`config.mk`:
```
export PLATFORM = sky130hd
export DESIGN_NAME = i2c_master_arbiter
export DESIGN_NICKNAME = d
export VERILOG_FILES = /design/src/rtl/i2c_master_arbiter.sv
export SDC_FILE = /design/constraint.sdc
export NUM_CORES = 1
export LEC_CHECK = 0
export BUFFER_PORTS_ARGS = -buffer_cell sky130_fd_sc_hd__buf_2
export CORE_ASPECT_RATIO = 0.75
export CORE_UTILIZATION = 48
export CTS_CLUSTER_DIAMETER = 200
export DETAILED_ROUTE_END_ITERATION = 8
export PLACE_DENSITY = 0.76
export SYNTH_ARGS = -nofsm -noshare
export SYNTH_HDL_FRONTEND = slang
export SYNTH_SLANG_ARGS = --single-unit
```
`constraint.sdc`:
```
create_clock -name CLK_50 -period 3.6 [get_ports CLK_50]
set_clock_uncertainty 0.05 [all_clocks]
set_input_delay 0.72 -clock CLK_50 [delete_from_list [all_inputs] [get_ports CLK_50]]
set_output_delay 0.72 -clock CLK_50 [all_outputs]
set_load 0.01 [all_outputs]
```
`src/rtl/i2c_master_arbiter.sv`:
```
// Round-robin arbiter that shares one I2C transaction engine between two config
// sequencers, with a bus-free gap after every transaction and a completion timeout.
module i2c_master_arbiter #(
    parameter int TIMEOUT_CYC = 50000,
    parameter int GAP_CYC     = 25
) (
    input  logic        CLK_50,
    input  logic        RESET_N,

    input  logic        A_REQ,
    input  logic        A_RNW,
    input  logic [7:0]  A_SLAVE_ADDR,
    input  logic [15:0] A_POINTER,
    input  logic [15:0] A_WDATA,
    output logic        A_GNT,
    output logic        A_DONE,
    output logic        A_ERR,
    output logic [15:0] A_RDATA,

    input  logic        B_REQ,
    input  logic        B_RNW,
    input  logic [7:0]  B_SLAVE_ADDR,
    input  logic [15:0] B_POINTER,
    input  logic [15:0] B_WDATA,
    output logic        B_GNT,
    output logic        B_DONE,
    output logic        B_ERR,
    output logic [15:0] B_RDATA,

    output logic        M_GO,
    output logic        M_RNW,
    output logic [7:0]  M_SLAVE_ADDR,
    output logic [15:0] M_POINTER,
    output logic [15:0] M_WDATA,
    input  logic        M_DONE,
    input  logic        M_ACK_OK,
    input  logic [15:0] M_RDATA,
    output logic        M_ABORT,

    output logic        BUSY,
    output logic [1:0]  ST
);

    localparam logic [31:0] TMO_LAST = 32'(TIMEOUT_CYC - 1);
    localparam logic [15:0] GAP_LAST = 16'(GAP_CYC);

    typedef enum logic [1:0] {
        S_IDLE  = 2'd0,
        S_ISSUE = 2'd1,
        S_WAIT  = 2'd2,
        S_GAP   = 2'd3
    } state_t;

    state_t      state;
    state_t      state_nx;
    logic [31:0] tmo_cnt;
    logic [15:0] gap_cnt;
    logic        last_b;

    logic pick_a;
    logic pick_b;
    logic tmo_hit;
    logic go_nx;
    logic done_nx;
    logic err_nx;
    logic abort_nx;
    logic rd_upd;

    // On a tie the requester that did not win last time is chosen.
    assign pick_a  = A_REQ && (!B_REQ || last_b);
    assign pick_b  = B_REQ && (!A_REQ || !last_b);
    assign tmo_hit = (tmo_cnt + 32'd1) == TMO_LAST;

    assign BUSY = (state != S_IDLE);
    assign ST   = state;

    always_ff @(posedge CLK_50 or negedge RESET_N) begin
        if (!RESET_N) state <= S_IDLE;
        else          state <= state_nx;
    end

    always_comb begin
        state_nx = state;
        case (state)
            S_IDLE:  if (pick_a || pick_b) state_nx = S_ISSUE;
            S_ISSUE: state_nx = S_WAIT;
            S_WAIT:  if (M_DONE || tmo_hit) state_nx = S_GAP;
            S_GAP:   if (gap_cnt == GAP_LAST) state_nx = S_IDLE;
            default: state_nx = S_IDLE;
        endcase
    end

    // M_DONE beats a timeout landing in the same cycle, so no abort is raised then.
    always_comb begin
        go_nx    = 1'b0;
        done_nx  = 1'b0;
        err_nx   = 1'b0;
        abort_nx = 1'b0;
        rd_upd   = 1'b0;
        case (state)
            S_ISSUE: go_nx = 1'b1;
            S_WAIT: begin
                done_nx  = M_DONE || tmo_hit;
                err_nx   = M_DONE ? !M_ACK_OK : tmo_hit;
                abort_nx = !M_DONE && tmo_hit;
                rd_upd   = M_DONE && M_RNW;
            end
            default: ;
        endcase
    end

    always_ff @(posedge CLK_50 or negedge RESET_N) begin
        if (!RESET_N) begin
            tmo_cnt      <= '0;
            gap_cnt      <= '0;
            last_b       <= 1'b1;
            A_GNT        <= 1'b0;
            B_GNT        <= 1'b0;
            A_DONE       <= 1'b0;
            B_DONE       <= 1'b0;
            A_ERR        <= 1'b0;
            B_ERR        <= 1'b0;
            A_RDATA      <= '0;
            B_RDATA      <= '0;
            M_GO         <= 1'b0;
            M_ABORT      <= 1'b0;
            M_RNW        <= 1'b0;
            M_SLAVE_ADDR <= '0;
            M_POINTER    <= '0;
            M_WDATA      <= '0;
        end else begin
            M_GO    <= go_nx;
            M_ABORT <= abort_nx;
            A_DONE  <= done_nx && !last_b;
            B_DONE  <= done_nx && last_b;
            A_ERR   <= err_nx && !last_b;
            B_ERR   <= err_nx && last_b;
            case (state)
                S_IDLE: begin
                    if (pick_a) begin
                        M_RNW        <= A_RNW;
                        M_SLAVE_ADDR <= A_SLAVE_ADDR;
                        M_POINTER    <= A_POINTER;
                        M_WDATA      <= A_WDATA;
                        A_GNT        <= 1'b1;
                        last_b       <= 1'b0;
                    end else if (pick_b) begin
                        M_RNW        <= B_RNW;
                        M_SLAVE_ADDR <= B_SLAVE_ADDR;
                        M_POINTER    <= B_POINTER;
                        M_WDATA      <= B_WDATA;
                        B_GNT        <= 1'b1;
                        last_b       <= 1'b1;
                    end
                end
                S_ISSUE: tmo_cnt <= '0;
                S_WAIT: begin
                    tmo_cnt <= tmo_cnt + 32'd1;
                    if (done_nx) begin
                        A_GNT   <= 1'b0;
                        B_GNT   <= 1'b0;
                        gap_cnt <= '0;
                    end
                    if (rd_upd) begin
                        if (last_b) B_RDATA <= M_RDATA;
                        else        A_RDATA <= M_RDATA;
                    end
                end
                S_GAP: gap_cnt <= gap_cnt + 16'd1;
                default: ;
            endcase
        end
    end

endmodule
```
==> reports/metrics.csv, run 1 <==
stage,metric,value,unit
yosys,total_of_flip_flops_plus_latches_after_synthesis,132,
yosys,synth_fp_nets,866,
worst_setup_path,regToRegSetupSlack,140,ps
global_routing,groute.usage.overall,24.1,%
die,die_y_extent,108,microns
worst_setup_path,critical-path-max-stage-delay,590,ps
job,max_cap_viol_count,0,
die,core,14500,sq um
worst_setup_path,cp_slowest_cell,sky130_fd_sc_hd__or4_1,
power_and_ir_drop,power-per-cell-area,694,nW/um^2
worst_setup_path,worst_ep_required_time,3850,ps
yosys,synth_area_per_cell,9.57,sq um
worst_setup_path,end_kind,flip-flop,
global_routing,grt_antenna_before_repair,0,
yosys,dominant_cell_type_by_area_after_synthesis,sky130_fd_sc_hd__dfrtp_1,
cts,htree_num_levels,4,
sta,final_period_minus_worst_setup_slack,3460,ps
detailed_routing,totalWireLength,18200,microns
yosys,synth_flop_cell,sky130_fd_sc_hd__dfrtp_1,
placement,placedInstanceArea,8460,sq um
layout,post_layout_nonfiller_instances,1163,
yosys,share_of_synthesized_registers_carrying_an_async_set_or_reset,100,%
placement,placement.io_buffers,187,
cts,cts_tree,yes,
detailed_routing,detail_route.vias_per_cell,5.60,
detailed_routing,drt_iter0_markers,553,
die,chipWidth,144,microns
layout,finish.utilization,62.2,%
yosys,seq_area_frac_synth,45.8,%
layout,n_antenna_cell,0,
sta,number_of_pins_exceeding_their_max_slew_limit_in_the_final_report,0,
cts,clock_insertion_delay_worst_skew,420,ps
cts,clock_sink_count,132,
placement,gp_routability_congestion,0.933,
cts,max-clock-path-buffers,2,
worst_setup_path,crit_family,simple AND/OR/NAND/NOR gates,
power_and_ir_drop,leakage,0.00431,uW
sta,max_slew.worst_pin.slew,896,ps
sta,maxClockFrequency,289,MHz
cts,cts.root.buffer_cell,sky130_fd_sc_hd__clkbuf_16,
global_routing,grt_pass1_vias,5852,
layout,area.growth.synth_to_final,25.5,%
yosys,synthCells,754,
detailed_routing,via_count_of_the_routed_design,6517,
global_routing,grt_max_degree,83,
cts,clk_pin_slew_worst_paths,60,ps
sta,timing.max_slew.rel_slack,40.3,%
placement,detailedPlacementHpwl,13000,microns
yosys,ys_top_cells_by_area,"sky130_fd_sc_hd__dfrtp_1, sky130_fd_sc_hd__mux2i_1, sky130_fd_sc_hd__o21ai_0",
global_routing,globalRoute.totalOverflow,0,
worst_setup_path,worst_setup_path_start_kind,flip-flop,
detailed_routing,drt_pass1_iterations,5,
sta,timing.final.crit_share,96.1,%
yosys,post_synth_instance_area,7210,sq um
die,die_area,15500,sq um
worst_setup_path,critPathBufInv,1,
yosys,netlist.area_leader.share,45.4,%
worst_setup_path,cell_by_cell_trace_of_the_critical_path,ha_1 -> nand3_2 -> or4_1 -> or4b_1 -> and3_4 -> nor4b_4 -> a41oi_2 -> buf_4 -> a21o_4 -> a221o_1,
detailed_routing,remaining_drc_errors,0,
yosys,synth_warnings,0,
worst_setup_path,worst-endpoint-arrival,3710,ps
yosys,synthMostInstantiatedCell,sky130_fd_sc_hd__dfrtp_1,
yosys,synth.top_cells.by_count,"sky130_fd_sc_hd__dfrtp_1, sky130_fd_sc_hd__o21ai_0, sky130_fd_sc_hd__nand2_1, sky130_fd_sc_hd__mux2i_1, sky130_fd_sc_hd__inv_1",
cts,cts_buffers,17,
placement,numPlacedInstances,1131,
layout,postLayoutCellArea,9050,sq um
sta,rsz0062_at_grt,false,
detailed_routing,detail_route.wl_per_cell,15.6,microns
sta,setup-tns-final,0,ps
status,run_status,"complete, no violations",
detailed_routing,ant_nets,0,
worst_setup_path,worst-path-max-fanout,10,
sta,final_setup_violation_count,0,
layout,drive_above_1_share,33.0,%
sta,finalHoldViolations,0,
die,total_number_of_placement_rows,38,
global_routing,grt_pass1_wl,29300,microns
yosys,yosys.cell_types.count,80,
layout,finish.net_count,1062,
worst_setup_path,critical_path_class,flip-flop to flip-flop,
die,floorplan.io_pins,188,
min_path,worst_hold_path_type,primary input to asynchronous set/reset pin,
power_and_ir_drop,highest_ir_drop_seen_on_vdd,0.498,mV
die,initial_core_util,49.6,%
yosys,number_of_enable_flip_flop_cells_after_synthesis,0,
[cell usage in the layout (no fill, tap or decap), types with 3 or more instances in the layout]
| cell type | netlist | routed |
|---|---|---|
| sky130_fd_sc_hd__buf_4 | 2 | 33 |
| sky130_fd_sc_hd__a31oi_1 | 9 | 9 |
| sky130_fd_sc_hd__dfrtp_1 | 131 | 130 |
| sky130_fd_sc_hd__buf_2 | 3 | 186 |
| sky130_fd_sc_hd__mux2_2 | 33 | 33 |
| sky130_fd_sc_hd__o21ai_0 | 94 | 93 |
| sky130_fd_sc_hd__clkinvlp_4 | 0 | 4 |
| sky130_fd_sc_hd__nor4_1 | 6 | 6 |
| sky130_fd_sc_hd__and3_2 | 7 | 7 |
| sky130_fd_sc_hd__ha_1 | 8 | 8 |
| sky130_fd_sc_hd__and2_1 | 3 | 3 |
| sky130_fd_sc_hd__o22ai_1 | 13 | 13 |
| sky130_fd_sc_hd__o21a_1 | 5 | 5 |
| sky130_fd_sc_hd__clkbuf_16 | 0 | 17 |
| sky130_fd_sc_hd__nor3b_1 | 7 | 7 |
| sky130_fd_sc_hd__xnor2_1 | 3 | 3 |
| sky130_fd_sc_hd__nor2b_1 | 3 | 3 |
| sky130_fd_sc_hd__mux2i_1 | 50 | 50 |
| sky130_fd_sc_hd__nand4_1 | 22 | 22 |
| sky130_fd_sc_hd__inv_1 | 39 | 39 |
| sky130_fd_sc_hd__nor2_1 | 30 | 30 |
| sky130_fd_sc_hd__or4_1 | 5 | 5 |
| sky130_fd_sc_hd__a21oi_1 | 19 | 19 |
| sky130_fd_sc_hd__a221o_1 | 9 | 9 |
| sky130_fd_sc_hd__nand3_1 | 33 | 33 |
| sky130_fd_sc_hd__and4_1 | 5 | 5 |
| sky130_fd_sc_hd__inv_6 | 0 | 4 |
| sky130_fd_sc_hd__nor3_1 | 17 | 17 |
| sky130_fd_sc_hd__nand4_2 | 3 | 3 |
| sky130_fd_sc_hd__and3_1 | 10 | 10 |
| sky130_fd_sc_hd__nand2_1 | 89 | 88 |
[registers in the layout (all words and copies together) (netlist names)]
signal        flops
A_DONE            1
A_ERR             1
A_GNT             1
A_RDATA          16
B_DONE            1
B_ERR             1
B_GNT             1
B_RDATA          16
M_ABORT           1
M_GO              1
M_POINTER        16
M_RNW             1
M_SLAVE_ADDR      8
M_WDATA          16
ST                2
gap_cnt          16
last_b            1
tmo_cnt          32
[per-layer routing]
metal / share of wire (%) / up-vias / wire length (microns) / global-route usage, %
met4: 0.98 / 0 / 178 / 5.93
met5: 0 / - / 0 / 0
li1: - / 3136 / - / -
met2: 47 / 268 / 8580 / 37.0
met3: 7.2 / 17 / 1320 / 6.95
met1: 45 / 3096 / 8090 / 33.5
[worst paths after layout]
path / startpoint / end / depth (start not counted)
setup / recovery: tmo_cnt[0]$_DFFE_PN0P_ / gap_cnt[3]$_DFFE_PN0P_ / 10
hold / removal: RESET_N / tmo_cnt[22]$_DFFE_PN0P_ / 1
setup reg to reg: tmo_cnt[0]$_DFFE_PN0P_ / gap_cnt[3]$_DFFE_PN0P_ / 10
hold reg to reg: M_WDATA[12]$_DFFE_PN0P_ / M_WDATA[12]$_DFFE_PN0P_ / 2
max in group asynchronous: RESET_N / last_b$_DFFE_PN1P_ / 2
min in group CLK_50: M_WDATA[12]$_DFFE_PN0P_ / M_WDATA[12]$_DFFE_PN0P_ / 2
[what timing repair did]
action / in CTS / in global routing
gates resized for setup: 0 / 3
hold buffers: 0 / 0
endpoints found under the setup margin: 0 / 16
endpoints found under the hold margin: 0 / 0
setup buffers: 0 / 0
[through the flow]
stage | total power, uW | setup WS (ps) | hold slack, ps
2_1_floorplan | 3690 | 107 | 374
3_3_place_gp | 4530 | 141 | 407
3_5_place_dp | 4590 | 39.2 | 415
4_1_cts | 6310 | 4.60 | 298
5_1_grt | 6680 | 13.4 | 311
6_report | 6280 | 139 | 266
[logic make-up (layout without fill, tap and decap cells)]
group	after synthesis	after routing	synth area share, %
multiplexers	83	83	12.1
adder cells (fa/ha/maj)	8	8	1.39
flip-flops	132	132	45.8
AO/OA/AOI/OAI	178	178	15.2
AND/OR/NAND/NOR	263	263	19.6
buffers and inverters	85	294	5.34
XOR/XNOR	5	5	0.607
[power breakdown]
part | total [uW] | internal, uW | switching, uW
registers | 2280 | 1980 | 305
logic | 2300 | 913 | 1380
clock network | 1710 | 1030 | 680
total | 6280 | 3910 | 2370
[final cells by class]
class	instances	area [sq um]
clock buffers	18	429
clock inverters	14	153
fillers	1165	5500
inverters	41	154
multi-input cells	537	3550
flip-flops and latches	132	3310
well taps	200	250
repair buffers	221	1210
Power figures use the tool's default switching activity.
==> inputs of run 2 (changes only) <==
- CORE_ASPECT_RATIO: 0.75 -> 0.8
==> reports/metrics.csv, run 2 (synthesized netlist as in run 1, its figures left out) <==
stage,metric,value,unit
die,core,14500,sq um
placement,placement.io_buffers,187,
sta,maxClockFrequency,284,MHz
power_and_ir_drop,highest_ir_drop_seen_on_vdd,0.530,mV
worst_setup_path,end_kind,flip-flop,
status,failed_checks,DRC,
worst_setup_path,worst-path-max-fanout,10,
cts,max-clock-path-buffers,2,
layout,postLayoutCellArea,9020,sq um
cts,clk_pin_slew_worst_paths,60,ps
sta,timing.max_slew.rel_slack,36.4,%
global_routing,grt_pass1_vias,6138,
worst_setup_path,critPathBufInv,1,
sta,max_slew.worst_pin.slew,949,ps
layout,layout_commonest_cell,sky130_fd_sc_hd__buf_2,
detailed_routing,remaining_drc_errors,3,
worst_setup_path,worst_setup_path_start_kind,flip-flop,
worst_setup_path,critical-path-max-stage-delay,580,ps
layout,finish.net_count,1058,
cts,cts.root.buffer_cell,sky130_fd_sc_hd__clkbuf_16,
detailed_routing,detail_route.wl_per_cell,16.1,microns
worst_setup_path,critical_path_class,flip-flop to flip-flop,
job,max_cap_viol_count,0,
worst_setup_path,crit_family,simple AND/OR/NAND/NOR gates,
layout,layout.cells.most_common_list,"sky130_fd_sc_hd__buf_2, sky130_fd_sc_hd__dfrtp_1, sky130_fd_sc_hd__o21ai_0, sky130_fd_sc_hd__nand2_1, sky130_fd_sc_hd__mux2i_1",
sta,rsz0062_at_grt,false,
layout,n_antenna_cell,0,
cts,cts_buffers,17,
global_routing,grt_antenna_before_repair,0,
global_routing,grt_max_degree,83,
worst_setup_path,cp_slowest_cell,sky130_fd_sc_hd__or4b_1,
cts,clock_sink_count,132,
placement,gp_routability_congestion,0.949,
die,floorplan.io_pins,188,
worst_setup_path,worst_ep_required_time,3850,ps
sta,number_of_pins_exceeding_their_max_slew_limit_in_the_final_report,0,
placement,detailedPlacementHpwl,13100,microns
layout,area.growth.synth_to_final,25.0,%
sta,timing.final.crit_share,97.8,%
detailed_routing,totalWireLength,18400,microns
sta,setup-tns-final,0,ps
layout,largest_register_ffs,32,
cts,cts_tree,yes,
layout,num-fill-cells,1177,
global_routing,grt_pass1_wl,30200,microns
detailed_routing,drt_iter0_markers,622,
die,initial_core_util,49.8,%
worst_setup_path,worst-endpoint-arrival,3770,ps
global_routing,groute.usage.overall,24.5,%
status,run_status,finished with violations,
placement,pre_cts_ws,154,ps
detailed_routing,detail_route.vias_per_cell,5.68,
global_routing,globalRoute.totalOverflow,0,
worst_setup_path,cell_by_cell_trace_of_the_critical_path,ha_2 -> nand3_2 -> or4_1 -> or4b_1 -> and3_4 -> nor4b_4 -> a41oi_2 -> buf_4 -> a21o_4 -> a221o_1,
sta,setup_ws,80.3,ps
die,die_y_extent,112,microns
die,total_number_of_placement_rows,39,
detailed_routing,drt_pass1_iterations,9,
power_and_ir_drop,power-per-cell-area,700,nW/um^2
detailed_routing,via_count_of_the_routed_design,6489,
detailed_routing,ant_nets,0,
die,die_area,15500,sq um
min_path,worst_hold_path_type,primary input to asynchronous set/reset pin,
cts,cts-hold-fix-buffers,0,
sta,final_period_minus_worst_setup_slack,3520,ps
layout,max_flop_register,tmo_cnt,
cts,htree_num_levels,4,
sta,finalHoldViolations,0,
die,chipWidth,139,microns
cts,clock_insertion_delay_worst_skew,430,ps
layout,drive_above_1_share,33.0,%
power_and_ir_drop,leakage,0.00430,uW
placement,placedInstanceArea,8420,sq um
sta,final_setup_violation_count,0,
[run 2: power breakdown]
group          internal [uW]  switching, uW
clock                    988            722
combinational            932           1390
sequential              1970            306
[run 2: worst paths after layout]
check | from | endpoint | slack, ps | cells after the start
setup / recovery | tmo_cnt[0]$_DFFE_PN0P_ | gap_cnt[2]$_DFFE_PN0P_ | 80 | 10
hold / removal | RESET_N | tmo_cnt[29]$_DFFE_PN0P_ | 220 | 1
setup reg to reg | tmo_cnt[0]$_DFFE_PN0P_ | gap_cnt[2]$_DFFE_PN0P_ | 80 | 10
hold reg to reg | M_SLAVE_ADDR[2]$_DFFE_PN0P_ | M_SLAVE_ADDR[2]$_DFFE_PN0P_ | 420 | 2
max in group asynchronous | RESET_N | tmo_cnt[4]$_DFFE_PN0P_ | 2550 | 2
min in group CLK_50 | M_SLAVE_ADDR[2]$_DFFE_PN0P_ | M_SLAVE_ADDR[2]$_DFFE_PN0P_ | 420 | 2
[run 2: repair_timing]
item | CTS | global route
setup endpoints to repair | 0 | 7
gates resized for setup | 0 | 3
hold endpoints to repair | 0 | 0
buffers inserted | 0 | 0
[run 2: per-layer routing]
metal  up-vias  global-route usage, %  share of wire, %
li1       3128                      -                 -
met1      3056                   31.8                44
met2       276                   40.7                47
met3        29                   4.52               6.6
met4         0                   10.0               2.0
met5         -                      0                 0
[run 2: cell type report]
type	count	area, sq um	share of cell area [%]
clock inverters	14	141	1.57
well taps	184	230	2.55
multi-input cells	537	3550	39.4
clock buffers	18	439	4.87
inverters	41	154	1.71
repair buffers	217	1190	13.2
flip-flops and latches	132	3310	36.7
[run 2: per-stage QoR]
stage               utilization (%)  instances  power (uW)  hold WS, ps
floorplan                         -        754        3690          374
global placement               58.1       1111        4550          406
detailed placement             58.1       1111        4610          415
CTS                            62.1       1143        6340          257
global route                   62.2       1143        6680          281
finish                         62.2       1143        6310          218
[run 2: worst reg2reg max path, stage by stage, from the launching register on]
cell and delay, ps:
sky130_fd_sc_hd__dfrtp_1 350, sky130_fd_sc_hd__ha_2 230, sky130_fd_sc_hd__nand3_2 90, sky130_fd_sc_hd__or4_1 550, sky130_fd_sc_hd__or4b_1 580, sky130_fd_sc_hd__and3_4 220, sky130_fd_sc_hd__nor4b_4 330, sky130_fd_sc_hd__a41oi_2 190
sky130_fd_sc_hd__buf_4 210, sky130_fd_sc_hd__a21o_4 250, sky130_fd_sc_hd__a221o_1 340
